<file path="src/rtl/async_arb_pkg.sv">
// Shared types and defaults for the async request arbiter.
// Latency: none (declarations only).
// Backpressure: n/a.
package async_arb_pkg;

  localparam int DEF_NUM_REQ   = 4;
  localparam int DEF_DB_CYCLES = 4;
  localparam int DEF_ID_W      = $clog2(DEF_NUM_REQ);

  typedef enum logic {
    IDLE  = 1'b0,
    OFFER = 1'b1
  } arb_state_t;

endpackage

</file>
<file path="src/rtl/rr_pick.sv">
// Combinational round-robin picker: first set bit above last_grant, wrapping.
// Latency: combinational.
// Backpressure: none.
// Ports: pend (request vector), last_grant -> found, id.
module rr_pick #(
  parameter int NUM_REQ = 4,
  parameter int ID_W    = 2
) (
  input  logic [NUM_REQ-1:0] pend,
  input  logic [ID_W-1:0]    last_grant,
  output logic               found,
  output logic [ID_W-1:0]    id
);

  // Pass 1 finds the lowest set bit overall (the wrap-around choice); pass 2
  // overrides it with the lowest set bit strictly above last_grant, if any.
  // Descending loops make the last write the lowest index.
  always_comb begin
    found = |pend;
    id    = '0;
    for (int i = NUM_REQ - 1; i >= 0; i--) begin
      if (pend[i]) id = ID_W'(i);
    end
    for (int i = NUM_REQ - 1; i >= 0; i--) begin
      if (pend[i] && (i > int'(last_grant))) id = ID_W'(i);
    end
  end

endmodule

</file>
<file path="src/rtl/sync_high.sv">
// Two-flop synchronizer whose flops reset to 1 (idle-high lines).
// Latency: 2 clk edges from input sample to sync_out.
// Backpressure: none.
// Ports: clk, n_rst (async active-low), async_in -> sync_out.
module sync_high (
  input  logic clk,
  input  logic n_rst,
  input  logic async_in,
  output logic sync_out
);

  logic meta;

  always_ff @(posedge clk or negedge n_rst) begin
    if (!n_rst) begin
      meta     <= 1'b1;
      sync_out <= 1'b1;
    end else begin
      meta     <= async_in;
      sync_out <= meta;
    end
  end

endmodule

</file>
<file path="src/rtl/async_req_arbiter.sv">
// Collects async active-low request edges into pending flags, offers them round-robin.
// Latency: async low sampled at edge k -> pending after k+2 -> evt_valid after k+3.
// Backpressure: evt_id held until evt_ready; new edges on a pending channel set overflow.
// Ports: clk, n_rst, async_req_n[NUM_REQ], evt_valid/evt_id/evt_ready handshake,
//        pending[NUM_REQ], overflow[NUM_REQ] (sticky), clear_ovf.
// Build option: SYNC_DEBOUNCE_EN adds a DB_CYCLES stability filter after the synchronizer.
module async_req_arbiter
  import async_arb_pkg::*;
#(
  parameter int NUM_REQ   = DEF_NUM_REQ,
  parameter int DB_CYCLES = DEF_DB_CYCLES
) (
  input  logic                       clk,
  input  logic                       n_rst,
  input  logic [NUM_REQ-1:0]         async_req_n,
  output logic                       evt_valid,
  output logic [$clog2(NUM_REQ)-1:0] evt_id,
  input  logic                       evt_ready,
  output logic [NUM_REQ-1:0]         pending,
  output logic [NUM_REQ-1:0]         overflow,
  input  logic                       clear_ovf
);

  localparam int ID_W = $clog2(NUM_REQ);

  logic [NUM_REQ-1:0] sync2;
  logic [NUM_REQ-1:0] level;
  logic [NUM_REQ-1:0] hist;
  logic [NUM_REQ-1:0] fall;
  logic [NUM_REQ-1:0] acc_vec;
  logic [NUM_REQ-1:0] pend_q;
  logic [NUM_REQ-1:0] ovf_q;

  arb_state_t      state_q, state_d;
  logic [ID_W-1:0] id_q, id_d;
  logic [ID_W-1:0] last_q, last_d;
  logic            pick_found;
  logic [ID_W-1:0] pick_id;
  logic            accept;

  genvar g;
  for (g = 0; g < NUM_REQ; g++) begin : g_sync
    sync_high u_sync (
      .clk      (clk),
      .n_rst    (n_rst),
      .async_in (async_req_n[g]),
      .sync_out (sync2[g])
    );
  end

`ifdef SYNC_DEBOUNCE_EN
  localparam int CNT_W = $clog2(DB_CYCLES + 1);

  // The filtered level only follows sync2 after DB_CYCLES consecutive
  // mismatching cycles; any agreeing cycle restarts the count.
  for (g = 0; g < NUM_REQ; g++) begin : g_db
    logic [CNT_W-1:0] cnt;
    logic             filt;

    always_ff @(posedge clk or negedge n_rst) begin
      if (!n_rst) begin
        cnt  <= '0;
        filt <= 1'b1;
      end else if (sync2[g] == filt) begin
        cnt <= '0;
      end else if (cnt == CNT_W'(DB_CYCLES - 1)) begin
        filt <= sync2[g];
        cnt  <= '0;
      end else begin
        cnt <= cnt + 1'b1;
      end
    end

    assign level[g] = filt;
  end
`else
  assign level = sync2;
`endif

  // hist resets high, so a line held low through reset yields one event.
  assign fall   = hist & ~level;
  assign accept = evt_valid & evt_ready;

  always_comb begin
    acc_vec = '0;
    if (accept) acc_vec[evt_id] = 1'b1;
  end

  rr_pick #(
    .NUM_REQ (NUM_REQ),
    .ID_W    (ID_W)
  ) u_pick (
    .pend       (pend_q),
    .last_grant (last_q),
    .found      (pick_found),
    .id         (pick_id)
  );

  always_ff @(posedge clk or negedge n_rst) begin
    if (!n_rst) begin
      state_q <= IDLE;
      id_q    <= '0;
      last_q  <= ID_W'(NUM_REQ - 1);
    end else begin
      state_q <= state_d;
      id_q    <= id_d;
      last_q  <= last_d;
    end
  end

  always_comb begin
    state_d = state_q;
    id_d    = id_q;
    last_d  = last_q;
    case (state_q)
      IDLE: begin
        if (pick_found) begin
          id_d    = pick_id;
          state_d = OFFER;
        end
      end
      OFFER: begin
        if (evt_ready) begin
          last_d  = id_q;
          state_d = IDLE;
        end
      end
      default: state_d = IDLE;
    endcase
  end

  // A fall on the channel being accepted re-arms pending instead of
  // counting as lost; overflow set takes priority over clear_ovf.
  always_ff @(posedge clk or negedge n_rst) begin
    if (!n_rst) begin
      hist   <= '1;
      pend_q <= '0;
      ovf_q  <= '0;
    end else begin
      hist   <= level;
      pend_q <= (pend_q & ~acc_vec) | fall;
      ovf_q  <= (clear_ovf ? '0 : ovf_q) | (fall & pend_q & ~acc_vec);
    end
  end

  assign evt_valid = (state_q == OFFER);
  assign evt_id    = id_q;
  assign pending   = pend_q;
  assign overflow  = ovf_q;

endmodule

</file>
<file path="config.mk">
export PLATFORM = sky130hd
export DESIGN_NAME = async_req_arbiter
export DESIGN_NICKNAME = d
export VERILOG_FILES = /design/src/rtl/async_arb_pkg.sv /design/src/rtl/rr_pick.sv /design/src/rtl/sync_high.sv /design/src/rtl/async_req_arbiter.sv
export SDC_FILE = /design/constraint.sdc
export NUM_CORES = 1
export LEC_CHECK = 0
export BUFFER_PORTS_ARGS = -buffer_cell sky130_fd_sc_hd__buf_4
export CAP_MARGIN = 20
export CELL_PAD_IN_SITES_DETAIL_PLACEMENT = 0
export CELL_PAD_IN_SITES_GLOBAL_PLACEMENT = 1
export CORE_UTILIZATION = 38
export DETAILED_ROUTE_END_ITERATION = 16
export PLACE_DENSITY = 0.74
export SYNTH_ARGS = -nofsm -noshare
export SYNTH_HDL_FRONTEND = slang
export SYNTH_HIERARCHICAL = 1
export SYNTH_SLANG_ARGS = --single-unit
</file>
<file path="constraint.sdc">
create_clock -name clk -period 1.5 [get_ports clk]
set_input_delay 0.225 -clock clk [delete_from_list [all_inputs] [get_ports clk]]
set_output_delay 0.225 -clock clk [all_outputs]
set_load 0.02 [all_outputs]
</file>
## Yosys cells after proc, flatten, opt, wreduce, memory -nomap -nowiden

Cells that the tools add are included.

- Register bits after elaboration: 25
- Bits in latches: 0
- RAM bits: 0
- Memory bits (read-only): 0
- Output and inout port bits: 11
- Memories: 0

- $add $sub $neg: 0
- Multiply operators: 0
- Divide/modulo/power cells: 0
- Magnitude comparators: 5
- Eq/ne operators: 0
- Shift-type cells: 0
- Multiplexer cells: 14
- Bitwise gates (word level): 10
- Reductions and logical operators: 7

Operator list:

| operator | count |
|---|---|
| 4-bit AND | 4 |
| 2-bit two-way mux | 7 |
| 4-bit two-way mux | 2 |
| 4-bit inverter | 2 |
| 4-bit bitwise OR | 2 |
| 2-bit > comparator (first input constant) | 2 |
| 1-bit logical AND | 4 |
| 2-bit AND reduction | 2 |
| 4-bit OR reduction | 1 |
| 2-bit by 3-bit < comparator with 1-bit output (second input constant) | 1 |
| 1-bit two-way mux | 3 |
| 1-bit demux with 2-bit select | 1 |
| 2-bit by 1-bit greater-or-equal comparator with 1-bit output (second input constant) | 1 |
| 1-bit by 2-bit > comparator with 1-bit output (first input constant) | 1 |
| 1-bit case mux with 2 select lines | 1 |
| 1-bit AND | 1 |
| 1-bit inverter | 1 |

## Logic depth before layout (Yosys ltp)

Gate-level depths: netlist of the first run.

- Depth after elaboration: 8
- Mapped depth: 4
- Mapped depth without buffers: 4

## By module

Netlist of the first run, hierarchy kept.

Modules (own cells, without submodules):

| module | times used | cells each | area an instance (um^2) | seq. area each (um^2) |
|---|---|---|---|---|
| async_req_arbiter | 1 | 48 | 681.9 | 432.9 |
| sync_high | 4 | 2 | 52.6 | 52.6 |
| rr_pick | 1 | 13 | 70.1 | 0.0 |

## Worst setup path before layout of the first run

Ideal clock, no wire load.

- Path kind: reg-to-reg
- From: register last_q[1]
- To: register id_q[0] (netlist: evt_id[0])
- Arrival: 1.243 ns
- Data required time: 1.372 ns
- Setup slack: 0.130 ns
- Stages on the path, launching flop included: 4
- Buffers on the path: 0
- Clock period less this slack: 1.370 ns
- Cells stage by stage: dfstp_2 o22ai_1 a221o_1 mux2_1

- Longest elaborated chain between the ends: 5

RTL lines:

| what | RTL line | text |
|---|---|---|
| start, declared | async_req_arbiter.sv:36 | `logic [ID_W-1:0] last_q, last_d;` |
| start signal, assigned | async_req_arbiter.sv:103 | `last_q <= ID_W'(NUM_REQ - 1);` |
| start signal, assigned | async_req_arbiter.sv:107 | `last_q <= last_d;` |
| 2-bit > comparator | rr_pick.sv:25 | `if (pend[i] && (i > int'(last_grant))) id = ID_W'(i);` |
| 1-bit logical AND | rr_pick.sv:25 |  |
| 2-bit two-way mux (2 in series) | rr_pick.sv:25 |  |
| 2-bit two-way mux * | rr_pick.sv:25 |  |
| net pick_id[0] | async_req_arbiter.sv:38 | `logic [ID_W-1:0] pick_id;` |
| end signal, assigned | async_req_arbiter.sv:106 | `id_q <= id_d;` |
| end, declared | async_req_arbiter.sv:35 | `logic [ID_W-1:0] id_q, id_d;` |

Mark *: on every way through the listed nets, which the timed path passes. The rest lies on a longest branch.
A chain may end at the register's enable or synchronous reset.

## Worst setup path after layout of the first run

Same ends and word-level chain as after synthesis.

==> flow_summary_export.csv, run 1 <==
group,metric,value,unit
floorplan,chipHeight,52.3,um
cts,cts_resized,0,
synthesis,synth_area,962,um^2
floorplan,design.die.area,2740,um^2
global_routing,grt_pass1_wl,2720,um
cts,insertion_delay,0.31,ns
cells_and_area,antenna_cells,0,
critical_path,regToRegSetupSlack,0.08,ns
synthesis,yosysTopAreaCell,"dfstp_2",
sta,worst_slew_pin_slew,0.307,ns
floorplan,core_area,2300,um^2
pwr,clkPwrFrac,13.5,%
cells_and_area,syn_to_final_growth,26.0,%
route,drc_errors,0,
synthesis,netlist.area_leader.share,38.2,%
pwr,power_density,1800,nW/um^2
route,drtAntennaViolNets,0,
cts,cts_inserted_buffers,3,
route,drt_iter0_drc,15,
cells_and_area,nNetsFinal,105,
critical_path,worstSetupPathType,"reg2reg",
floorplan,ioPinCount,19,
pwr,p_switching,0.000800,W
cts,cts_buffer_depth,2,
placement,placed_cells,115,
synthesis,yosys_warnings,6,
critical_path,start_kind,"flop",
placement,dp_hpwl,1160,um
synthesis,synth-edff-count,0,
sta,fmax,706,MHz
critical_path,critical_path.endpoint,"evt_id[0]$_DFFE_PN0P_",
global_routing,first_global_vias,612,
status,status,"complete, no violations",
cts,htree_levels,1,
pwr,p_leak,0.574,nW
synthesis,syn_nets,77,
sta,drv_slew,0,
cells_and_area,fin_cells,124,
synthesis,synthXorXnorAreaFrac,0,%
synthesis,synth_adder_area_share,0,%
global_routing,grt_max_degree,26,
min_path,hold_path_class,"in2reg",
synthesis,yosys_most_used_dff,"dfstp_2",
cells_and_area,post_route_cells_drive_above_1_share,43.8,%
job,maxCapViolCount,0,
placement,routabilityCongestion,0.742,
route,drt-pass1-iter-count,4,
global_routing,grt_util_all_layers,14.1,%
pwr,p_sw_share,36.7,%
synthesis,synth.most_common_cell,"dfstp_2",
synthesis,synth_top_family_by_area,"compound AO/OA/AOI/OAI gates",
pwr,power.internal,0.00138,W
sta,setup_viol,0,
sta,min_period,1.42,ns
critical_path,critPathMaxFanout,6,
pwr,peakVddDrop,1.13,mV
synthesis,ys_ff_latch,25,
critical_path,reg2reg_depth,3,
synthesis,synth-simple-area-share,9.75,%
global_routing,antenna_found_initial,0,
sta,min_period_over_period,94.4,%
global_routing,grt-ovfl-total,0,
cts,cts_tree,"yes",
sta,slew_headroom,79.6,%
sta,hold_viol,0,
cts,cts_num_sinks,25,
synthesis,postSynthAreaPerCell,13.9,um^2
synthesis,ys_seq_area_share,66.8,%
cells_and_area,fillers,204,
route,via_per_inst,4.89,
sta,fin_setup_tns,0,ns
pwr,comb_power_share,36.3,%
synthesis,synthArstFlopShare,100,%
cts,cts_root_buf,"clkbuf_4",
synthesis,synth_commonest_cells,"dfstp_2, dfrtp_1, inv_1",
route,vias,606,
critical_path,arrival,1.63,ns
critical_path,r2r-start,"last_q[1]$_DFFE_PN1P_",
synthesis,synth.area.mux_share,4.68,%
cts,clk_pin_slew,0.14,ns
synthesis,syn_inst,69,
sta,finClkSkew,0.00826,ns
critical_path,worst_r2r_endpoint,"evt_id[0]$_DFFE_PN0P_",
placement,io_buffers,18,
critical_path,end_kind,"flop",
floorplan,start_util,41.9,%
critical_path,required,1.71,ns
synthesis,synth_compound_area_share,14.4,%
pwr,pwr-share-seq,50.2,%
floorplan,die_w,52.3,um
floorplan,rows,17,
synthesis,synth_cell_types,22,
route,wl,1600,um
critical_path,crit_start,"last_q[1]$_DFFE_PN1P_",
sta,rsz0062_at_grt,"false",
synthesis,synthTopCellsByArea,"dfstp_2, dfrtp_1, o41ai_2",
route,avgRoutedWirePerCell,12.9,um
## per-layer routing
layer,global-route usage (%),part of all wire [%],up-vias
met5,0,0,-
met1,18.4,49,286
met3,3.77,4.7,2
li1,-,-,300
met4,5.26,1.1,0
met2,22.2,45,18
## worst min-delay path by stage
stage / start / end / slack (ns) / depth (start not counted)
after detailed placement: n_rst / overflow[3]$_DFF_PN0_ / 0.14 / 1
after CTS: clear_ovf / overflow[2]$_DFF_PN0_ / 0.21 / 3
after global routing: clear_ovf / overflow[0]$_DFF_PN0_ / 0.20 / 3
after floorplan: n_rst / evt_id[0]$_DFFE_PN0P_ / -0.07 / 0
after global placement: n_rst / overflow[2]$_DFF_PN0_ / 0.14 / 1
final: clear_ovf / overflow[2]$_DFF_PN0_ / 0.21 / 3
## critical path, cell delays in order, from the launching register on
cell and delay (ns):
dfstp_2 0.60, o22ai_1 0.10, a221o_1 0.35, mux2_1 0.29
## cell type report
cell class	count	area, um^2	area share [%]
Sequential cell	25	643	53.0
Timing Repair Buffer	23	185	15.3
Clock buffer	3	22.5	1.86
Multi-Input combinational cell	33	278	22.9
Tap cell	28	35.0	2.89
Clock inverter	1	7.51	0.619
Inverter	11	41.3	3.41
## cells by family (layout without fill, tap and decap cells)
kind of cell | count (synthesis) | count (layout)
AO/OA/AOI/OAI | 15 | 15
buffers and inverters | 11 | 38
flip-flops | 25 | 25
multiplexers | 4 | 4
AND/OR/NAND/NOR | 14 | 14
## power groups by stage
stage	sequential [W]	clock [W]	combinational [W]
5_1_grt	0.00113	0.000340	0.000867
6_report	0.00110	0.000295	0.000792
4_1_cts	0.00110	0.000312	0.000801
3_5_place_dp	0.00111	0	0.000785
3_3_place_gp	0.00110	0	0.000777
2_1_floorplan	0.00121	0	0.000360
## repair_timing
action / in CTS / in global routing
endpoints found under the setup margin: 0 / 0
setup buffers: 0 / 0
endpoints found under the hold margin: 15 / 0
hold buffers: 5 / 0
## layout by cell type (no fill, tap or decap)
cell type / synthesis / final
and4b_1: 2 / 2
nand2_2: 1 / 1
a211oi_1: 1 / 1
buf_4: 0 / 18
dlygate4sd3_1: 0 / 5
nor2b_2: 1 / 1
dfrtp_1: 11 / 11
and4bb_1: 1 / 1
a22o_1: 1 / 1
nor2b_1: 1 / 1
a221o_1: 1 / 1
inv_1: 11 / 11
mux2_1: 4 / 4
nand2_1: 1 / 1
dfstp_2: 14 / 14
nand2b_1: 3 / 3
nor2_1: 3 / 3
a221oi_1: 1 / 1
nand4_1: 1 / 1
clkbuf_4: 0 / 3
a41o_1: 1 / 1
o22ai_1: 5 / 5
a21oi_1: 1 / 1
a21o_2: 1 / 1
o41ai_2: 3 / 3
clkinvlp_4: 0 / 1
## through the flow
stage / setup WS [ns] / util [%] / total power [W] / hold WS, ns / cell area (um^2)
global placement: 0.110 / 49.3 / 0.00188 / 0.136 / 1130
CTS: 0.0866 / 52.8 / 0.00222 / 0.209 / 1210
finish: 0.0843 / 52.8 / 0.00218 / 0.212 / 1210
detailed placement: 0.0947 / 49.3 / 0.00190 / 0.141 / 1130
floorplan: 0.130 / - / 0.00157 / -0.0706 / 962
global route: 0.0341 / 52.8 / 0.00234 / 0.204 / 1210
## state kept, by name (all words and copies together), names as in the netlist
register and flops:
overflow 4, g_sync.u_sync/meta 4, g_sync.u_sync/sync_out 4, hist 4, last_q 2, pending 4, evt_id 2, evt_valid 1
(Power assumes the default switching activity.)
==> run 2, diff against run 1 <==
Settings changed: CELL_PAD_IN_SITES_DETAIL_PLACEMENT 0 to not set, CELL_PAD_IN_SITES_GLOBAL_PLACEMENT 1 to not set, CORE_UTILIZATION 38 to 46, PLACE_DENSITY 0.74 to 0.73.
==> run 2 against run 1 <==
Combinational power is 2% higher. Largest cell class unchanged. Largest power group unchanged. Global-route usage is 1.8 points higher. Sequential power hardly changed.
==> flow_summary_export.csv, run 2 (synthesis results as in run 1) <==
group,metric,value,unit
min_path,hold_path_class,"in2reg",
critical_path,required,1.72,ns
pwr,peakVddDrop,0.776,mV
route,drt-pass1-iter-count,4,
pwr,pwr-share-seq,50.1,%
floorplan,rows,16,
critical_path,critPathMaxFanout,6,
floorplan,design.die.area,2280,um^2
placement,routabilityCongestion,0.745,
min_path,worstHoldPathCells,3,
global_routing,first_global_vias,543,
route,drtAntennaViolNets,0,
pwr,p_total,0.00219,W
sta,slew_headroom,79.8,%
cells_and_area,syn_to_final_growth,25.6,%
placement,dp_hpwl,1100,um
pwr,clkPwrFrac,13.1,%
floorplan,ioPinCount,19,
sta,fin_setup_tns,0,ns
sta,setup_slack,0.0623,ns
pwr,power.internal,0.00138,W
route,drc_errors,0,
route,via_per_inst,5.12,
pwr,comb_power_share,36.8,%
job,maxCapViolCount,0,
critical_path,critPathSlowestCell,"dfstp_2",
floorplan,start_util,49.0,%
cts,cts_buffer_depth,2,
floorplan,die_w,47.7,um
global_routing,grt_pass1_wl,2340,um
route,drt_iter0_drc,12,
cts,cts_root_buf,"clkbuf_4",
global_routing,grt_util_all_layers,15.9,%
pwr,p_leak,0.577,nW
cts,cts_resized,0,
cells_and_area,fillers,171,
placement,postPlaceCellArea,1130,um^2
sta,drv_slew,0,
sta,min_period_over_period,95.8,%
cells_and_area,final_area,1210,um^2
route,avgRoutedWirePerCell,12.8,um
cells_and_area,nNetsFinal,105,
pwr,p_sw_share,37.0,%
sta,worst_slew_pin_slew,0.303,ns
pwr,p_switching,0.000809,W
pwr,power_density,1810,nW/um^2
route,vias,630,
cells_and_area,final_common_cell,"buf_4",
critical_path,end_kind,"flop",
cts,htree_levels,1,
cts,cts_num_sinks,25,
cells_and_area,layout_common_cells,"buf_4, dfstp_2, inv_1, dfrtp_1",
critical_path,reg2reg_depth,3,
sta,finClkSkew,0.0164,ns
sta,rsz0062_at_grt,"false",
critical_path,worstSetupPathType,"reg2reg",
critical_path,arrival,1.65,ns
status,status,"complete, no violations",
critical_path,crit_cells,3,
cells_and_area,antenna_cells,0,
cts,insertion_delay,0.31,ns
critical_path,path_delay_family,"flip-flops",
placement,io_buffers,18,
cts,post-cts-setup-buffers,0,
critical_path,start_kind,"flop",
sta,min_period,1.44,ns
sta,hold_viol,0,
global_routing,grt_max_degree,26,
cts,cts_inserted_buffers,3,
cells_and_area,post_route_cells_drive_above_1_share,43.8,%
floorplan,core_area,1960,um^2
global_routing,antenna_found_initial,0,
global_routing,grt-ovfl-total,0,
sta,fmax,696,MHz
critical_path,max_stage_delay,0.60,ns
cts,cts_tree,"yes",
sta,setup_viol,0,
placement,place_ws,0.0608,ns
critical_path,path_cells,"o22ai_1 > a221o_1 > mux2_1",
floorplan,chipHeight,47.7,um
route,wl,1570,um
critical_path,cp_num_buf_inv,0,
cts,clk_pin_slew,0.14,ns
run 2: cell count changes in the layout (fill, tap and decap cells not counted), sizes merged:
cell | before | now
clkinv | 0 | 1
clkinvlp | 1 | 0
run 2: path summary, 6_finish.rpt:
| kind | start | to | slack, ns |
|---|---|---|---|
| max | last_q[1]$_DFFE_PN1P_ | evt_id[0]$_DFFE_PN0P_ | 0.06 |
| min | clear_ovf | overflow[2]$_DFF_PN0_ | 0.20 |
| max reg2reg | last_q[1]$_DFFE_PN1P_ | evt_id[0]$_DFFE_PN0P_ | 0.06 |
| min reg2reg | g_sync[1].u_sync/meta$_DFF_PN1_ | g_sync[1].u_sync/sync_out$_DFF_PN1_ | 0.36 |
| max in group asynchronous | n_rst | g_sync[1].u_sync/sync_out$_DFF_PN1_ | 0.87 |
| min in group asynchronous | n_rst | pending[3]$_DFF_PN0_ | 0.33 |
run 2: per-stage QoR:
stage | util [%] | hold WS (ns) | instances
floorplan | - | -0.0706 | 69
global placement | 57.7 | 0.134 | 114
detailed placement | 57.7 | 0.142 | 114
CTS | 61.1 | 0.000856 | 122
global route | 61.6 | 0.196 | 123
finish | 61.6 | 0.199 | 123
run 2: metal layers:
layer	part of all wire (%)	vias up	wire (um)	GRT usage, %
li1	-	300	-	-
met3	4.5	2	70	4.53
met4	0.76	0	12	10.6
met5	0	-	0	0
met1	46	308	717	19.8
met2	49	20	770	24.1
run 2: cell type report:
cell class | count | area, um^2 | share of cell area (%)
inverters | 11 | 41.3 | 3.42
well taps | 27 | 33.8 | 2.80
multi-input cells | 33 | 278 | 23.0
flip-flops and latches | 25 | 643 | 53.2
clock inverters | 1 | 5.00 | 0.414
clock buffers | 3 | 22.5 | 1.86
repair buffers | 23 | 185 | 15.3
run 2: worst reg2reg max path, delay by kind of cell (launching register included):
kind	cells	cell delay, ns
DFF	1	0.60
AOI/OAI and AO/OA	2	0.45
muxes	1	0.29
run 2: repair_timing:
action / CTS / global route
endpoints found under the hold margin: 14 / 1
hold buffers: 4 / 1
setup endpoints to repair: 0 / 1
run 2: power by group through the flow:
stage          sequential [W]  clock, W  combinational (W)
2_1_floorplan         0.00121         0           0.000360
5_1_grt               0.00113  0.000342           0.000877
3_5_place_dp          0.00111         0           0.000792
4_1_cts               0.00109  0.000301           0.000802
6_report              0.00110  0.000286           0.000806
3_3_place_gp          0.00109         0           0.000770
==> run 3, diff against run 2 <==
Settings changed: CORE_UTILIZATION 46 to 42, PLACE_DENSITY 0.73 to 0.68.
==> run 3 against run 2 <==
First-iteration DRC count decreased by 67%. Critical path depth unchanged. Hold slack improved by 0.0079 ns. Critical path type unchanged. Largest cell class unchanged. Highest routed layer unchanged.
==> flow_summary_export.csv, run 3 (synthesis results as in run 1) <==
group,metric,value,unit
cts,post-cts-setup-buffers,0,
cts,cts_num_sinks,25,
cts,insertion_delay,0.31,ns
cts,htree_levels,1,
placement,place_ws,0.0838,ns
route,avgRoutedWirePerCell,12.8,um
floorplan,rows,16,
sta,rsz0062_at_grt,"false",
sta,slew_headroom,79.8,%
sta,drv_slew,0,
job,maxCapViolCount,0,
global_routing,grt-ovfl-total,0,
min_path,hold_path_class,"in2reg",
global_routing,grt_pass1_wl,2850,um
sta,setup_slack,0.0623,ns
sta,worst_slew_pin_slew,0.304,ns
placement,placed_cells,114,
critical_path,end_kind,"flop",
placement,io_buffers,18,
floorplan,design.die.area,2490,um^2
critical_path,worstSetupPathType,"reg2reg",
global_routing,first_global_vias,624,
global_routing,antenna_found_initial,0,
critical_path,path_delay_family,"flip-flops",
critical_path,crit_cells,3,
route,drc_errors,0,
cts,cts_root_buf,"clkbuf_4",
route,vias,612,
cts,cts_inserted_buffers,3,
floorplan,start_util,46.7,%
route,via_per_inst,4.98,
critical_path,critPathSlowestCell,"dfstp_2",
critical_path,cp_num_buf_inv,0,
pwr,peakVddDrop,0.989,mV
cells_and_area,final_common_cell,"buf_4",
min_path,worstHoldPathCells,3,
cts,cts_buffer_depth,2,
route,drtAntennaViolNets,0,
cells_and_area,antenna_cells,0,
critical_path,max_stage_delay,0.60,ns
placement,dp_hpwl,1060,um
pwr,power_density,1800,nW/um^2
sta,finClkSkew,0.00440,ns
sta,fmax,696,MHz
route,drt_iter0_drc,4,
sta,fin_setup_tns,0,ns
cells_and_area,layout_common_cells,"buf_4, dfstp_2, inv_1, dfrtp_1",
critical_path,start_kind,"flop",
cells_and_area,post_route_cells_drive_above_1_share,42.7,%
cts,clk_pin_slew,0.12,ns
pwr,p_leak,0.575,nW
cells_and_area,fin_cells,123,
cells_and_area,final_area,1210,um^2
cells_and_area,syn_to_final_growth,25.5,%
route,drt-pass1-iter-count,4,
floorplan,chipHeight,49.9,um
floorplan,core_area,2060,um^2
sta,setup_viol,0,
placement,postPlaceCellArea,1130,um^2
sta,min_period_over_period,95.8,%
cts,cts_tree,"yes",
critical_path,critPathMaxFanout,6,
critical_path,arrival,1.65,ns
critical_path,reg2reg_depth,3,
placement,routabilityCongestion,0.851,
sta,hold_viol,0,
status,status,"complete, no violations",
critical_path,path_cells,"o22ai_1 > a221o_1 > mux2_1",
floorplan,ioPinCount,19,
global_routing,grt_util_all_layers,15.9,%
route,wl,1570,um
floorplan,die_w,49.9,um
global_routing,grt_max_degree,26,
cells_and_area,nNetsFinal,105,
pwr,p_total,0.00217,W
critical_path,required,1.71,ns
sta,min_period,1.44,ns
==> run 3: cell count changes in the layout (fill, tap and decap cells not counted) <==
cell      change
clkbuf_1      +1
clkinv_2      -1
==> run 3: layer usage <==
| metal | routed length [um] | vias to the layer above | track usage [%] |
|---|---|---|---|
| met5 | 0 | - | 0 |
| met4 | 13 | 0 | 5.71 |
| met3 | 75 | 2 | 5.56 |
| met2 | 745 | 19 | 27.3 |
| met1 | 738 | 294 | 18.1 |
| li1 | - | 297 | - |
==> run 3: what timing repair did <==
action,in CTS,in global routing
hold endpoints to repair,15,0
gates resized for setup,0,0
hold buffers,5,0
==> run 3: metrics by stage <==
stage / hold WS [ns] / util (%)
floorplan: -0.0706 / -
global placement: 0.138 / 54.9
detailed placement: 0.142 / 54.9
CTS: 0.191 / 58.6
global route: 0.201 / 58.6
finish: 0.206 / 58.6
==> run 3: worst reg2reg max path, cell delays in order (launching register included) <==
cell	delay [ns]
dfstp_2	0.60
o22ai_1	0.11
a221o_1	0.35
mux2_1	0.29
==> run 3: worst paths after layout <==
path	from	end	slack (ns)
min in group asynchronous	n_rst	overflow[1]$_DFF_PN0_	0.33
max in group asynchronous	n_rst	hist[0]$_DFF_PN1_	0.88
min	clear_ovf	overflow[1]$_DFF_PN0_	0.21
max reg2reg	last_q[1]$_DFFE_PN1P_	evt_id[0]$_DFFE_PN0P_	0.06
min reg2reg	g_sync[2].u_sync/meta$_DFF_PN1_	g_sync[2].u_sync/sync_out$_DFF_PN1_	0.36
max	last_q[1]$_DFFE_PN1P_	evt_id[0]$_DFFE_PN0P_	0.06
==> run 3: cell type report <==
cell class              count  area (um^2)
fillers                   179          855
flip-flops and latches     25          643
multi-input cells          33          278
repair buffers             23          185
inverters                  11         41.3
well taps                  27         33.8
clock buffers               4         26.3
==> run 3: report_power, final <==
part           switching [W]  total, W  internal (W)
registers           0.000229   0.00110      0.000875
logic               0.000381  0.000785      0.000404
clock network       0.000181  0.000285      0.000104
